--- config.mk ---
export PLATFORM = sky130hd
export DESIGN_NAME = pc_fetch_ctrl
export DESIGN_NICKNAME = d
export VERILOG_FILES = /design/src/rtl/cpu_pkg.sv /design/src/rtl/pc_next_sel.sv /design/src/rtl/pc_fetch_ctrl.sv
export SDC_FILE = /design/constraint.sdc
export NUM_CORES = 1
export LEC_CHECK = 0
export ABC_AREA = 1
export BUFFER_PORTS_ARGS = -buffer_cell sky130_fd_sc_hd__buf_4
export CAP_MARGIN = 30
export CORE_ASPECT_RATIO = 0.5
export CORE_UTILIZATION = 48
export DETAILED_ROUTE_END_ITERATION = 10
export GPL_TIMING_DRIVEN = 0
export PLACE_DENSITY = 0.79
export RECOVER_POWER = 100
export REMOVE_ABC_BUFFERS = 1
export SLEW_MARGIN = 0
export SYNTH_ARGS = -nofsm -noshare
export SYNTH_HDL_FRONTEND = slang
export SYNTH_SLANG_ARGS = --single-unit
export TNS_END_PERCENT = 30
--- constraint.sdc ---
create_clock -name clk -period 1.6 [get_ports clk]
set_input_delay 0.08 -clock clk [delete_from_list [all_inputs] [get_ports clk]]
set_output_delay 0.08 -clock clk [all_outputs]
set_load 0.03 [all_outputs]
--- src/rtl/cpu_pkg.sv ---
// cpu_pkg: shared fetch-sequencer types and default widths
package cpu_pkg;
  typedef enum logic [1:0] {IDLE, REQ, VALID, FLUSH} state_t;
  localparam int PC_STEP = 4;
  localparam int DEF_PCLEN = 10;
  localparam int DEF_IWIDTH = 32;
endpackage

--- src/rtl/pc_next_sel.sv ---
// pc_next_sel: next-PC mux (trap / branch / increment / hold); trap path only with PC_ALIGN_CHECK_EN
module pc_next_sel import cpu_pkg::*; #(
  parameter int PCLEN = DEF_PCLEN,
  parameter logic [PCLEN-1:0] TRAP_PC = PCLEN'(10'h3FC)
) (
  input  logic [PCLEN-1:0] pc,
  input  logic             inc,
  input  logic             branch,
  input  logic [PCLEN-1:0] target,
  output logic [PCLEN-1:0] pc_next,
  output logic             trap
);
`ifdef PC_ALIGN_CHECK_EN
  assign trap = branch & |target[1:0];
`else
  assign trap = 1'b0;
`endif
  always_comb pc_next = trap ? TRAP_PC : branch ? target : inc ? pc + PCLEN'(PC_STEP) : pc;
endmodule

--- src/rtl/pc_fetch_ctrl.sv ---
// pc_fetch_ctrl: PC owner and imem request sequencer with one-entry instruction slot; optional PC_ALIGN_CHECK_EN
module pc_fetch_ctrl import cpu_pkg::*; #(
  parameter int PCLEN = DEF_PCLEN,
  parameter logic [PCLEN-1:0] RESET_PC = '0,
  parameter int IWIDTH = DEF_IWIDTH,
  parameter logic [PCLEN-1:0] TRAP_PC = PCLEN'(10'h3FC)
) (
  input  logic              clk,
  input  logic              rst,
  input  logic              stall,
  input  logic              branchTaken,
  input  logic [PCLEN-1:0]  branchTarget,
  output logic              imemReq,
  output logic [PCLEN-1:0]  imemAddr,
  input  logic              imemAck,
  input  logic [IWIDTH-1:0] imemData,
  output logic [IWIDTH-1:0] instr,
  output logic [PCLEN-1:0]  instrPc,
  output logic              instrValid,
  output logic              misalign
);
  state_t state, state_nx;
  logic [PCLEN-1:0] pc, pc_nx, pend;
  logic inc, trap;
  assign inc = (state == REQ) & imemAck & !branchTaken;
  pc_next_sel #(.PCLEN(PCLEN), .TRAP_PC(TRAP_PC)) u_sel (
    .pc(pc), .inc(inc), .branch(branchTaken), .target(branchTarget),
    .pc_next(pc_nx), .trap(trap)
  );
  always_ff @(posedge clk) state <= rst ? IDLE : state_nx;
  always_comb begin
    state_nx = state;
    case (state)
      IDLE:  state_nx = REQ;
      REQ:   state_nx = branchTaken ? (imemAck ? REQ : FLUSH) : (imemAck ? VALID : REQ);
      VALID: state_nx = (branchTaken | !stall) ? REQ : VALID;
      FLUSH: state_nx = imemAck ? REQ : FLUSH;
      default: state_nx = IDLE;
    endcase
  end
  // FLUSH keeps presenting the pre-branch address until the ack closes it
  always_comb begin
    imemReq = (state == REQ) | (state == FLUSH);
    imemAddr = (state == FLUSH) ? pend : pc;
  end
  always_ff @(posedge clk) begin
    if (rst) begin
      pc <= RESET_PC;
      pend <= RESET_PC;
      instr <= '0;
      instrPc <= '0;
      instrValid <= 1'b0;
    end else begin
      pc <= pc_nx;
      if (state != FLUSH) pend <= pc;
      if (inc) begin
        instr <= imemData;
        instrPc <= pc;
      end
      instrValid <= inc | (instrValid & stall & !branchTaken);
    end
  end
`ifdef PC_ALIGN_CHECK_EN
  always_ff @(posedge clk) misalign <= rst ? 1'b0 : misalign | trap;
`else
  assign misalign = trap;
`endif
endmodule

; ---- After elaboration in Yosys (flattened, before gate mapping)
; Cells that the tools add are included.
[op_classes]
add_sub_neg = 1
n_eq_ne = 4
muxes = 8
n_bitwise = 7
n_reduce_logical = 4
[ops]
columns = op, count
row1 = 10-bit 2-to-1 mux, 3
row2 = "10-bit by 3-bit adder with 10-bit output, second input constant", 1
row3 = 2-bit 2-to-1 mux, 4
row4 = 2-bit one-hot mux with 4 select lines, 1
row5 = 1-bit AND, 4
row6 = "2-bit == test, second input constant", 2
row7 = 1-bit bitwise OR, 3
row8 = "2-bit by 1-bit == test with 1-bit output, second input constant", 1
row9 = 1-bit zero test, 2
row10 = 2-bit zero test, 1
row11 = "2-bit != test, second input constant", 1
row12 = 2-bit nonzero test, 1
[totals]
ff_bits = 65
inputBits = 47
out_inout_bits = 55
word_cells = 30

; ---- Depth between registers and ports, before layout
; Gate-level depths: netlist of run 1.
[logic_depth]
ltp_word = 5
ltp_mapped = 8
depth_no_buf = 8

; ---- Cells and area by module
; A second synthesis of run 1 with hierarchy kept.
[hier_totals]
cells_unflattened = 449
area_unflattened_um2 = 2965.3
[by_module_without_submodules]
columns = module, instances, cells_each, area_per_inst_um2, seq_area_each_um2
row1 = pc_fetch_ctrl, 1, 383, 2668.8, 1301.2
row2 = pc_next_sel, 1, 66, 296.5, 0.0

; ---- Worst setup path before layout of run 1
; Ideal clock, no wire load.
[synth_timing]
kind = reg-to-reg
from = reg state[0]
to = reg pc[7]
setup_time_ns = 0.068
t_arrival_ns = 1.079
required_ns = 1.532
path_slack_ns = 0.453
path_stages_with_launch = 7
path_buffers = 2
synth_period_minus_slack_ns = 1.147
cell_sequence = dfxtp_1 nand3_2 nor2_4 buf_6 buf_8 nand3_2 a21oi_2
[synth_via]
elab_chain_len = 4
[synth_lines]
columns = element, line
row1 = "start, declared", pc_fetch_ctrl.sv:22  ; state_t state, state_nx;
row2 = "start signal, assigned", pc_fetch_ctrl.sv:30  ; always_ff @(posedge clk) state <= rst ? IDLE : state_nx;
row3 = 2-bit by 1-bit == test with 1-bit output, pc_fetch_ctrl.sv:25  ; assign inc = (state == REQ) & imemAck & !branchTaken;
row4 = 1-bit AND (2 in series), pc_fetch_ctrl.sv:25
row5 = 2-bit nonzero test (no line), --
row6 = "end signal, assigned", pc_fetch_ctrl.sv:54  ; pc <= pc_nx;
row7 = "end, declared", pc_fetch_ctrl.sv:23  ; logic [PCLEN-1:0] pc, pc_nx, pend;
; Every way passes these cells.
; A chain may end at the register's enable or synchronous reset.

; ---- Final worst setup path of run 1
[layout_timing]
from = reg state[1]
to = out imemAddr[3]
[layout_via]
elab_chain_len = 2
[layout_lines]
columns = element, line
row1 = 2-bit == test, pc_fetch_ctrl.sv:44  ; imemAddr = (state == FLUSH) ? pend : pc;
row2 = 10-bit 2-to-1 mux, pc_fetch_ctrl.sv:44
row3 = "end, declared", pc_fetch_ctrl.sv:14  ; output logic [PCLEN-1:0] imemAddr,
; Every way passes these cells.

==> results.md, run 1 <==
* Pre-antenna DRT Iters at 5
* Ant diodes at 0
* Initial DRC Count at 138
* Largest family of logic cells by synthesized area: simple AND/OR/NAND/NOR gates
* Netlist cell types at 26
* Count of final hold-check violations at 0
* Clk buf depth at 2
* CTS buffer count at 9
* Ranking of synthesized cells by area: dfxtp_1 51%, nor2_1 14%, o21ai_0 11%
* Die width at 105 um
* Max Clock Skew at approximately 4 ps
* Starting Density at 0.511
* PD cells at around 1000 mW/mm^2
* DR WL/cell at between 10 and 15 um
* DP Wirelength at 4370 um
* FMAX at between 600 and 700 MHz
* Final period util at 0.919
* Mean number of vias per cell at about 5
* H-Tree Level Count at 3
* Tmin final at around 1500 ps
* CTS tree: built
* Arr. time, crit path at between 1000 and 1500 ps
* Clock Latency Late Sink at 340 ps
* Core Region at about 0.0050 sq mm
* Gpl congestion at ~0.84
* Setup CP Type: reg2out
* CP max stage cell: dfxtp_1
* Worst-path fanout max at 21
* Placed cells at 490
* Reg clk slew, reported paths at approximately 60 ps
* Cells after Synth at roughly 340
* Status: complete, no violations
* Yosys warns at 0
* Worst-Margin Slew at between 500 and 600 ps
* Mean post-synth cell area at about 7.6 sq um
* CP Data Required Time at approximately 1500 ps
* Synth top area share at 0.507
* First-pass GRT wire length at around 11,000 um
* Critical Path End Type: output port
* Final std cells w/o fill at around 540
* Final-report max-slew violation count at 0
* Most frequent cells in the layout: 94 x nor2_1, 64 x dfxtp_1, 48 x clkbuf_1, 48 x buf_4, 46 x o21ai_0
* Worst path max stage delay at roughly 400 ps
* Initial antenna violation count at 0
* Commonest non-fill, non-tap cell in the layout: nor2_1
* Area leader, netlist: dfxtp_1
* Max IR drop VDD at 0.623 mV
* DR vias at between 2,000 and 3,000
* Vias in the first global route at ~2,500
* Hold_ws at between 10 and 15 ps
* Multi-input gate area at roughly 0.0010 sq mm
* Total grt overflow at 0
* Root Driver: clkbuf_8
* Relative slew slack at 0.642
* Mux contribution to synthesized area at 0
* Flops & latches, synth at 65
* Post-Synth XOR/XNOR Area at 0
* Cell row count at 18
* Final worst slack at between 100 and 150 ps
* Synthesized area at about 0.0026 sq mm
* Drt total wl at about 7100 um
* Crit path cell chain: nand2_4, o21ai_0, inv_1, buf_4
* CP top delay family: flip-flops
* CTS Sinks at 65
* Crit path buffers/inverters at 2
* Hold WC Path Type: in2reg
* Layout cells sized above 1 at 0.171
* Max-Cap Viols at 0
* # fillers at 456
* Area Overhead vs Synth at 41.2%
* Place WS at -176 ps
* Critical Path Source Type: register
* RSZ-0062 raised after global routing: false
* Final setup violation count at 0
* Storage element area at approximately 0.0013 sq mm
* I/O pin count at 102
* # port buffers at 100
* Seq/Total Area, Yosys at 0.507
* GRT Total Usage at 0.257
* Synth Area in Simple Gates at 0.222
* Residual DRC at 0
* DRT antenna net count at 0
* Largest net degree at the start of global routing at 44
* Die Ht at about 54 um
* DIE AREA at 0.00566 sq mm
* Adder-Cell Fraction of Synth Area at 0.00975
* Complex-gate fraction of the synthesized area at 0.165
* Nets at just over 500
* Leakage at around 1.7 nW
where the power goes:
part           switching (mW)  internal [mW]  total, mW
clock                   0.595          0.559       1.15
sequential             0.0553           1.71       1.77
combinational           0.417          0.253      0.670
state kept, by name, summed over array words and instances, names as in the netlist:
name,cells
pc,10
pend,10
instrPc,10
instr,32
state,2
instrValid,1
final timing paths:
| path | startpoint | depth (start not counted) | endpoint | slack, ps |
|---|---|---|---|---|
| hold / removal | branchTarget[1] | 3 | pc[1]$_SDFFE_PP0P_ | 10 |
| setup reg to reg | state[1]$_SDFF_PP0_ | 7 | instr[18]$_SDFFE_PP0P_ | 140 |
| setup / recovery | state[1]$_SDFF_PP0_ | 4 | imemAddr[3] | 130 |
| hold reg to reg | pc[8]$_SDFFE_PP0P_ | 2 | pc[8]$_SDFFE_PP0P_ | 480 |
cell usage after synthesis, drive strengths merged:
library cell	n
o21bai	1
buf	9
dfxtp	65
nand2	36
a21oi	10
o22ai	1
clkbuf	11
nor2	95
o21ai	57
nand3	11
nand4	1
conb	1
a311oi	1
inv	30
a211oi	3
a31oi	4
ha	2
metrics by stage:
step	power [mW]	area, sq um	util	setup TNS [ps]
3_3_place_gp	2.42	3280	0.652	-26990
4_1_cts	3.66	3820	0.760	0
2_1_floorplan	2.15	2440	-	-14450
3_5_place_dp	2.46	3320	0.662	-4620
5_1_grt	3.76	3620	0.721	0
6_report	3.59	3620	0.721	0
per-layer routing:
metal | wire (um) | GRT usage
met5 | 0 | 0
met4 | 91 | 0.103
met3 | 269 | 0.0642
met2 | 3790 | 0.512
met1 | 2920 | 0.272
cell type report:
type	count	area share
Sequential cell	65	0.359
Timing Repair Buffer	135	0.259
Multi-Input combinational cell	223	0.282
Clock buffer	13	0.0383
Clock inverter	3	0.00483
Tap cell	70	0.0242
Inverter	30	0.0325
logic make-up after synthesis:
group,Yosys count
AOI/OAI and AO/OA,77
adders and majority gates,2
buffers and inverters,50
DFF,65
other,1
and+or+nand+nor,143
what timing repair did:
action,4_1_cts,5_1_grt
endpoints found under the hold margin,32,0
pin swaps,1,0
endpoints found under the setup margin,44,33
resized for setup,5,8
hold buffers,32,0
buffers inserted,1,0
worst reg2reg max path: stages (launching register included):
cell and delay, ps:
dfxtp_1 350, inv_1 110, nand3_2 120, nor2_4 160
buf_12 210, inv_6 150, nor2_1 160, nor2_1 90
Power figures use the tool's default switching activity.
==> run 2: changes to the inputs <==
ABC_AREA = unset   (was 1)
CORE_UTILIZATION = 47   (was 48)
PLACE_DENSITY = 0.78   (was 0.79)
==> run 2 against run 1 <==
  * Sequential share of layout area up 2.0 points
  * Die area down 0.78%
  * Worst hold slack better by 1.1 ps
  * Non-clock buffer count decreased by 22
  * Count of clock-buffer cells in the layout up 1
  * Via count is 12% lower
  * Synthesized cell count is 14% lower
  * Critical path type is now reg2reg
==> results.md, run 2 <==
* # port buffers at 100 (unchanged)
* Largest net degree at the start of global routing at 66 (+50%)
* Worst Hold Launch: imemData[20]
* Status: complete, no violations
* Placed cell area at 0.00330 sq mm (-0.75%)
* Sw power at 0.877 mW (-18%)
* Post-synth top cells: 88 x nand2_1, 65 x dfxtp_1, 44 x a21oi_1, 15 x clkbuf_1, 11 x nor2_1
* Initial antenna violation count at 0 (unchanged)
* Mean number of vias per cell at 4.91 (+1.2%)
* Pint at 2.74 mW (+8.5%)
* Netlist cell types at 29 (+12%)
* Tmin final at 1510 ps (+42.3 ps)
* Final worst slack at 86.7 ps (-42.3 ps)
* Residual DRC at 0 (unchanged)
* Final-report max-slew violation count at 0 (unchanged)
* Relative slew slack at 0.572 (-0.0704)
* Final period util at 0.946 (+0.0264)
* Cell row count at 18 (unchanged)
* CTS buffer count at 9 (unchanged)
* Combinational Power Share at 0.133 (-0.054)
* Hold WC Path Type: in2reg
* Clock power share at 0.385 (+0.064)
* EDFF count, synth at 0 (unchanged)
* Flops & latches, synth at 65 (unchanged)
* Seq pwr share at 0.482 (-0.010)
* DR WL/cell at 12.8 um (-2.7%)
* Crit path buffers/inverters at 0 (-2)
* Worst path max stage delay at 540 ps (+140 ps)
* DRT antenna net count at 0 (unchanged)
* Storage element area at 0.00131 sq mm (+0.38%)
* Clock Latency Late Sink at 320 ps (-20 ps)
* I/O pin count at 102 (unchanged)
* H-Tree Level Count at 3 (unchanged)
* Gpl congestion at 0.753 (-10%)
* DR vias at 2,290 (-12%)
* Most frequent cells in the layout: 87 x nand2_1, 62 x dfxtp_1, 46 x buf_4, 45 x clkbuf_1, 44 x a21oi_1
* GRT Total Usage at 0.212 (-0.0451)
* Layout Utilization at 0.685 (-0.0361)
* Mean post-synth cell area at 8.62 sq um (+14%)
* Asr flop ratio synth at 0 (unchanged)
* Pre-antenna DRT Iters at 4 (-1)
* # fillers at 422 (-7.5%)
* Switching share of power at 0.242 (-0.0546)
* First-pass GRT wire length at 9030 um (-18%)
* RSZ-0062 raised after global routing: false
* Final setup violation count at 0 (unchanged)
* Ant diodes at 0 (unchanged)
* Initial DRC Count at 95 (-31%)
* Max IR drop VDD at 0.616 mV (-1.0%)
* Seq/Total Area, Yosys at 0.522 (+0.0150)
* Critical Path Source Type: register
* Cells after Synth at 289 (-14%)
* Drt total wl at 5950 um (-16%)
* Max-Cap Viols at 0 (unchanged)
* Total grt overflow at 0 (unchanged)
* Vias in the first global route at 1,979 (-20%)
* Layout cells sized above 1 at 0.230 (+0.0592)
* Reg clk slew, reported paths at 60 ps (about the same)
* Die Ht at 53.5 um (-0.38%)
* Most common flop cell mapped by yosys: dfxtp_1
* Max Clock Skew at 6.15 ps (+2.17 ps)
* FMAX at 661 MHz (-2.8%)
* Count of final hold-check violations at 0 (unchanged)
* Worst-Margin Slew at 642 ps (+106 ps)
* CTS Sinks at 65 (unchanged)
* Area Overhead vs Synth at 38.1%
* Leakage at 1.34 nW (-22%)
* Synth top area share at 0.522 (+0.0150)
* Reg with most FFs: instr
* # Post-CTS Setup Buffers at 0 (-1)
* CP max stage cell: or4_1
* Nets at 440 (-14%)
* Crit path cell chain: nand4b_4, or4_1, a311oi_1
* Final setup TNS at 0 ps (unchanged)
* CP Data Required Time at 1820 ps (+300 ps)
* Max reg flops at 32 (unchanged)
* Commonest non-fill, non-tap cell in the layout: nand2_1
* CTS tree: built
* Yosys warns at 0 (unchanged)
* Area leader, netlist: dfxtp_1
* Design area at 0.00344 sq mm (-5.0%)
* PD cells at 1050 mW/mm^2 (+6.0%)
* CP Launch Point: state[1]$_SDFF_PP0_
* Core Region at 0.00502 sq mm (unchanged)
* Synthesized area at 0.00249 sq mm (-2.9%)
* R2R Path Start: state[1]$_SDFF_PP0_
* Place WS at -17.1 ps (+159 ps)
* DIE AREA at 0.00562 sq mm (-0.78%)
* Starting Density at 0.496 (-0.0147)
* Worst-path fanout max at 10 (-52%)
* DP Wirelength at 3980 um (-8.9%)
* Die width at 105 um (-0.40%)
* Ranking of synthesized cells by area: dfxtp_1 52%, nand2_1 13%, a21oi_1 8.8%
* Arr. time, crit path at 1740 ps (+350 ps)
* Multi-input gate area at 0.00112 sq mm (+9.7%)
* CP top delay family: simple AND/OR/NAND/NOR gates
* Critical Path End Type: register
* Clk buf depth at 2 (unchanged)
* Setup CP Type: reg2reg
* Cell with the most instances after synthesis: nand2_1
* Root Driver: clkbuf_8
==> run 2: repair_timing <==
action,CTS,global route
endpoints found under the hold margin,8,2
endpoints found under the setup margin,43,32
hold buffers,8,2
resized for setup,3,4
==> run 2: cells by family after synthesis <==
logic type | after synthesis | share of synthesized area
AOI/OAI and AO/OA | 58 | 0.131
other | 1 | 0.00150
DFF | 65 | 0.522
buffers and inverters | 24 | 0.0442
adders and majority gates | 2 | 0.0100
muxes | 14 | 0.0612
xor gates and xnor gates | 2 | 0.00703
and+or+nand+nor | 123 | 0.223
==> run 2: worst min-delay path, stage by stage <==
cell	delay [ps]
buf_4	110
nand2_1	40
a21oi_1	50
==> run 2: power groups by stage <==
stage,sequential (mW),clock (mW),combinational (mW)
floorplan,1.83,0,0.189
detailed placement,1.77,0,0.493
CTS,1.74,1.43,0.512
finish,1.74,1.39,0.481
global route,1.75,1.52,0.520
global placement,1.77,0,0.469
==> run 2: cell type report <==
cell class | instances | share of cell area
Clock buffer | 14 | 0.0502
Timing Repair Buffer | 113 | 0.207
Sequential cell | 65 | 0.380
Tap cell | 70 | 0.0254
Clock inverter | 2 | 0.0102
Inverter | 2 | 0.00218
Multi-Input combinational cell | 200 | 0.325
==> run 2: path summary, 6_finish.rpt <==
kind         slack [ps]                      to  cells past startpoint
min reg2reg         450   instr[2]$_SDFFE_PP0P_                      2
max reg2reg          90      pc[9]$_SDFFE_PP0P_                      3
min                  10  instr[20]$_SDFFE_PP0P_                      3
max                  90      pc[9]$_SDFFE_PP0P_                      3
==> run 2: layer usage <==
layer / share of wire / vias up / GRT usage / wire (um)
met5: 0 / - / 0 / 0
met4: 0.011 / 0 / 0.0751 / 64
met3: 0.055 / 6 / 0.0653 / 327
met2: 0.48 / 77 / 0.370 / 2870
met1: 0.45 / 1032 / 0.252 / 2690
li1: - / 1175 / - / -
==> run 2: metrics by stage <==
stage / power (mW) / instances / hold slack (ps)
final: 3.62 / 466 / 12.0
after global routing: 3.79 / 466 / 1.10
after CTS: 3.69 / 464 / 0.142
after detailed placement: 2.27 / 440 / 328
after global placement: 2.24 / 437 / 321
after floorplan: 2.02 / 267 / 149
==> run 3: changes to the inputs <==
PLACE_DENSITY = unset   (was 0.78)
PLACE_DENSITY_LB_ADDON = 0.1   (was unset)
==> run 3 against run 2 <==
  * Power down 5.4%
  * First-iteration DRC count up 18%
  * Maximum frequency down 1.8%
  * Sequential power about the same
  * Routed wire length up 12%
  * Worst hold slack better by 4.7 ps
  * Clock skew up 0.62 ps
  * Count of clock-buffer cells in the layout down 3
  * Critical path type unchanged
  * Critical endpoint unchanged
  * Combinational power up 11%
  * Die area unchanged
  * Core utilization up 3.6 points
  * Non-clock buffer count up 24
==> results.md, run 3 (synthesized netlist as in run 2, its figures left out) <==
* Place WS at -456 ps (-439 ps)
* Placed cells at 440 (unchanged)
* Worst-path fanout max at 9 (-1)
* Starting Density at 0.496 (unchanged)
* Max-Cap Viols at 0 (unchanged)
* Status: complete, no violations
* GRT Total Usage at 0.238 (+0.0262)
* PD cells at 945 mW/mm^2 (-10%)
* # fillers at 413 (-2.1%)
* Worst R2R Path Depth at 3 (unchanged)
* Hold_ws at 16.7 ps (+4.69 ps)
* Final worst slack at 59.4 ps (-27.3 ps)
* Ant diodes at 0 (unchanged)
* Final-report max-slew violation count at 0 (unchanged)
* Mean number of vias per cell at 5.01 (+2.0%)
* Combinational Power Share at 0.157 (+0.024)
* Vias in the first global route at 2,194 (+11%)
* Count of final hold-check violations at 0 (unchanged)
* DRT antenna net count at 0 (unchanged)
* Root Driver: clkbuf_8
* Relative slew slack at 0.552 (-0.0200)
* Largest net degree at the start of global routing at 66 (unchanged)
* H-Tree Level Count at 3 (unchanged)
* Nets at 464 (+5.5%)
* Sw power at 0.906 mW (+3.4%)
* Area Overhead vs Synth at 45.3%
* Initial DRC Count at 112 (+18%)
* Most frequent cells in the layout: 87 x nand2_1, 62 x dfxtp_1, 50 x buf_4, 46 x clkbuf_1, 44 x a21oi_1
* RSZ-0062 raised after global routing: false
* I/O pin count at 102 (unchanged)
* CP Data Required Time at 1830 ps (about the same)
* Worst-Margin Slew at 672 ps (+30.0 ps)
* DP Wirelength at 4030 um (+1.2%)
* Layout cells sized above 1 at 0.220 (-0.0102)
* DIE AREA at 0.00562 sq mm (unchanged)
* Hold WC Path Type: in2reg
* Seq pwr share at 0.509 (+0.027)
* First-pass GRT wire length at 10,000 um (+11%)
* Clock power share at 0.335 (-0.050)
* Die width at 105 um (unchanged)
* Clock Latency Late Sink at 330 ps (about the same)
* Max reg flops at 32 (unchanged)
* Reg with most FFs: instr
* Cell row count at 18 (unchanged)
* Hold Path Cell Cnt at 3 (unchanged)
* Clk buf depth at 2 (unchanged)
* Setup CP Type: reg2reg
* CTS Sinks at 65 (unchanged)
* Reg clk slew, reported paths at 70 ps (about the same)
* DR WL/cell at 13.6 um (+6.8%)
* Tmin final at 1540 ps (+27.3 ps)
* Multi-input gate area at 0.00111 sq mm (-1.2%)
* Gpl congestion at 0.769 (+2.1%)
* CTS tree: built
* Critical Path End Type: register
* Initial antenna violation count at 0 (unchanged)
* Power Total at 3.42 mW (-5.4%)
* Die Ht at 53.5 um (unchanged)
* Final setup TNS at 0 ps (unchanged)
* # port buffers at 100 (unchanged)
* DR vias at 2,450 (+7.0%)
* Storage element area at 0.00131 sq mm (unchanged)
* Leakage at 1.42 nW (+5.7%)
* Core Region at 0.00502 sq mm (unchanged)
* Arr. time, crit path at 1770 ps (+30 ps)
* Switching share of power at 0.265 (+0.0225)
* Max IR drop VDD at 0.547 mV (-11%)
* Max Clock Skew at 6.77 ps (+0.619 ps)
* Total grt overflow at 0 (unchanged)
* Drt total wl at 6670 um (+12%)
* Final std cells w/o fill at 489 (+4.9%)
* Commonest non-fill, non-tap cell in the layout: nand2_1
* FMAX at 649 MHz (-1.8%)
* CTS buffer count at 9 (unchanged)
* Critical Path Source Type: register
* Final period util at 0.963 (+0.0171)
* Residual DRC at 0 (unchanged)
* Pre-antenna DRT Iters at 4 (unchanged)
* Pint at 2.52 mW (-8.2%)
* Final setup violation count at 0 (unchanged)
==> run 3: layout make-up <==
cell class	instances	share of cell area
timing repair buffer	137	0.263
clock buffer	11	0.0390
clock inverter	4	0.00553
sequential	65	0.361
tap	70	0.0242
multi-input combinational	200	0.305
inverter	2	0.00207
==> run 3: per-stage QoR <==
stage	cell area, sq um	utilization
6_report	3620	0.721
4_1_cts	3790	0.754
2_1_floorplan	2390	-
3_3_place_gp	3230	0.643
3_5_place_dp	3300	0.657
5_1_grt	3620	0.721
==> run 3: what timing repair did <==
action / 4_1_cts / 5_1_grt
pin swaps: 0 / 0
endpoints found under the setup margin: 64 / 12
hold endpoints to repair: 31 / 1
hold buffers: 31 / 1
setup buffers: 1 / 1
gates resized for setup: 4 / 3
==> run 3: power groups by stage <==
stage	registers (mW)	logic, mW	clock network (mW)
finish	1.74	0.536	1.14
floorplan	1.83	0.189	0
global placement	1.77	0.474	0
CTS	1.74	0.560	1.18
detailed placement	1.77	0.496	0
global route	1.75	0.573	1.26
==> run 3: path summary, 6_finish.rpt <==
| check | from | endpoint | slack [ps] |
|---|---|---|---|
| hold reg to reg | instr[21]$_SDFFE_PP0P_ | instr[21]$_SDFFE_PP0P_ | 450 |
| setup / recovery | state[1]$_SDFF_PP0_ | pc[9]$_SDFFE_PP0P_ | 60 |
| hold / removal | imemData[17] | instr[17]$_SDFFE_PP0P_ | 20 |
| setup reg to reg | state[1]$_SDFF_PP0_ | pc[9]$_SDFFE_PP0P_ | 60 |
==> run 3: critical path, stage by stage, from the launching register on <==
cell and delay (ps):
dfxtp_2 380, nand4b_4 230, or4_1 570, a311oi_2 270
==> run 3: routing by layer <==
layer  global-route usage  up-vias  share of wire  routed length (um)
met5                    0        -              0                   0
met4               0.0704        0         0.0047                  31
met3               0.0764        4          0.053                 355
met2                0.429       87           0.49                3280
met1                0.277     1136           0.45                2990
li1                     -     1223              -                   -
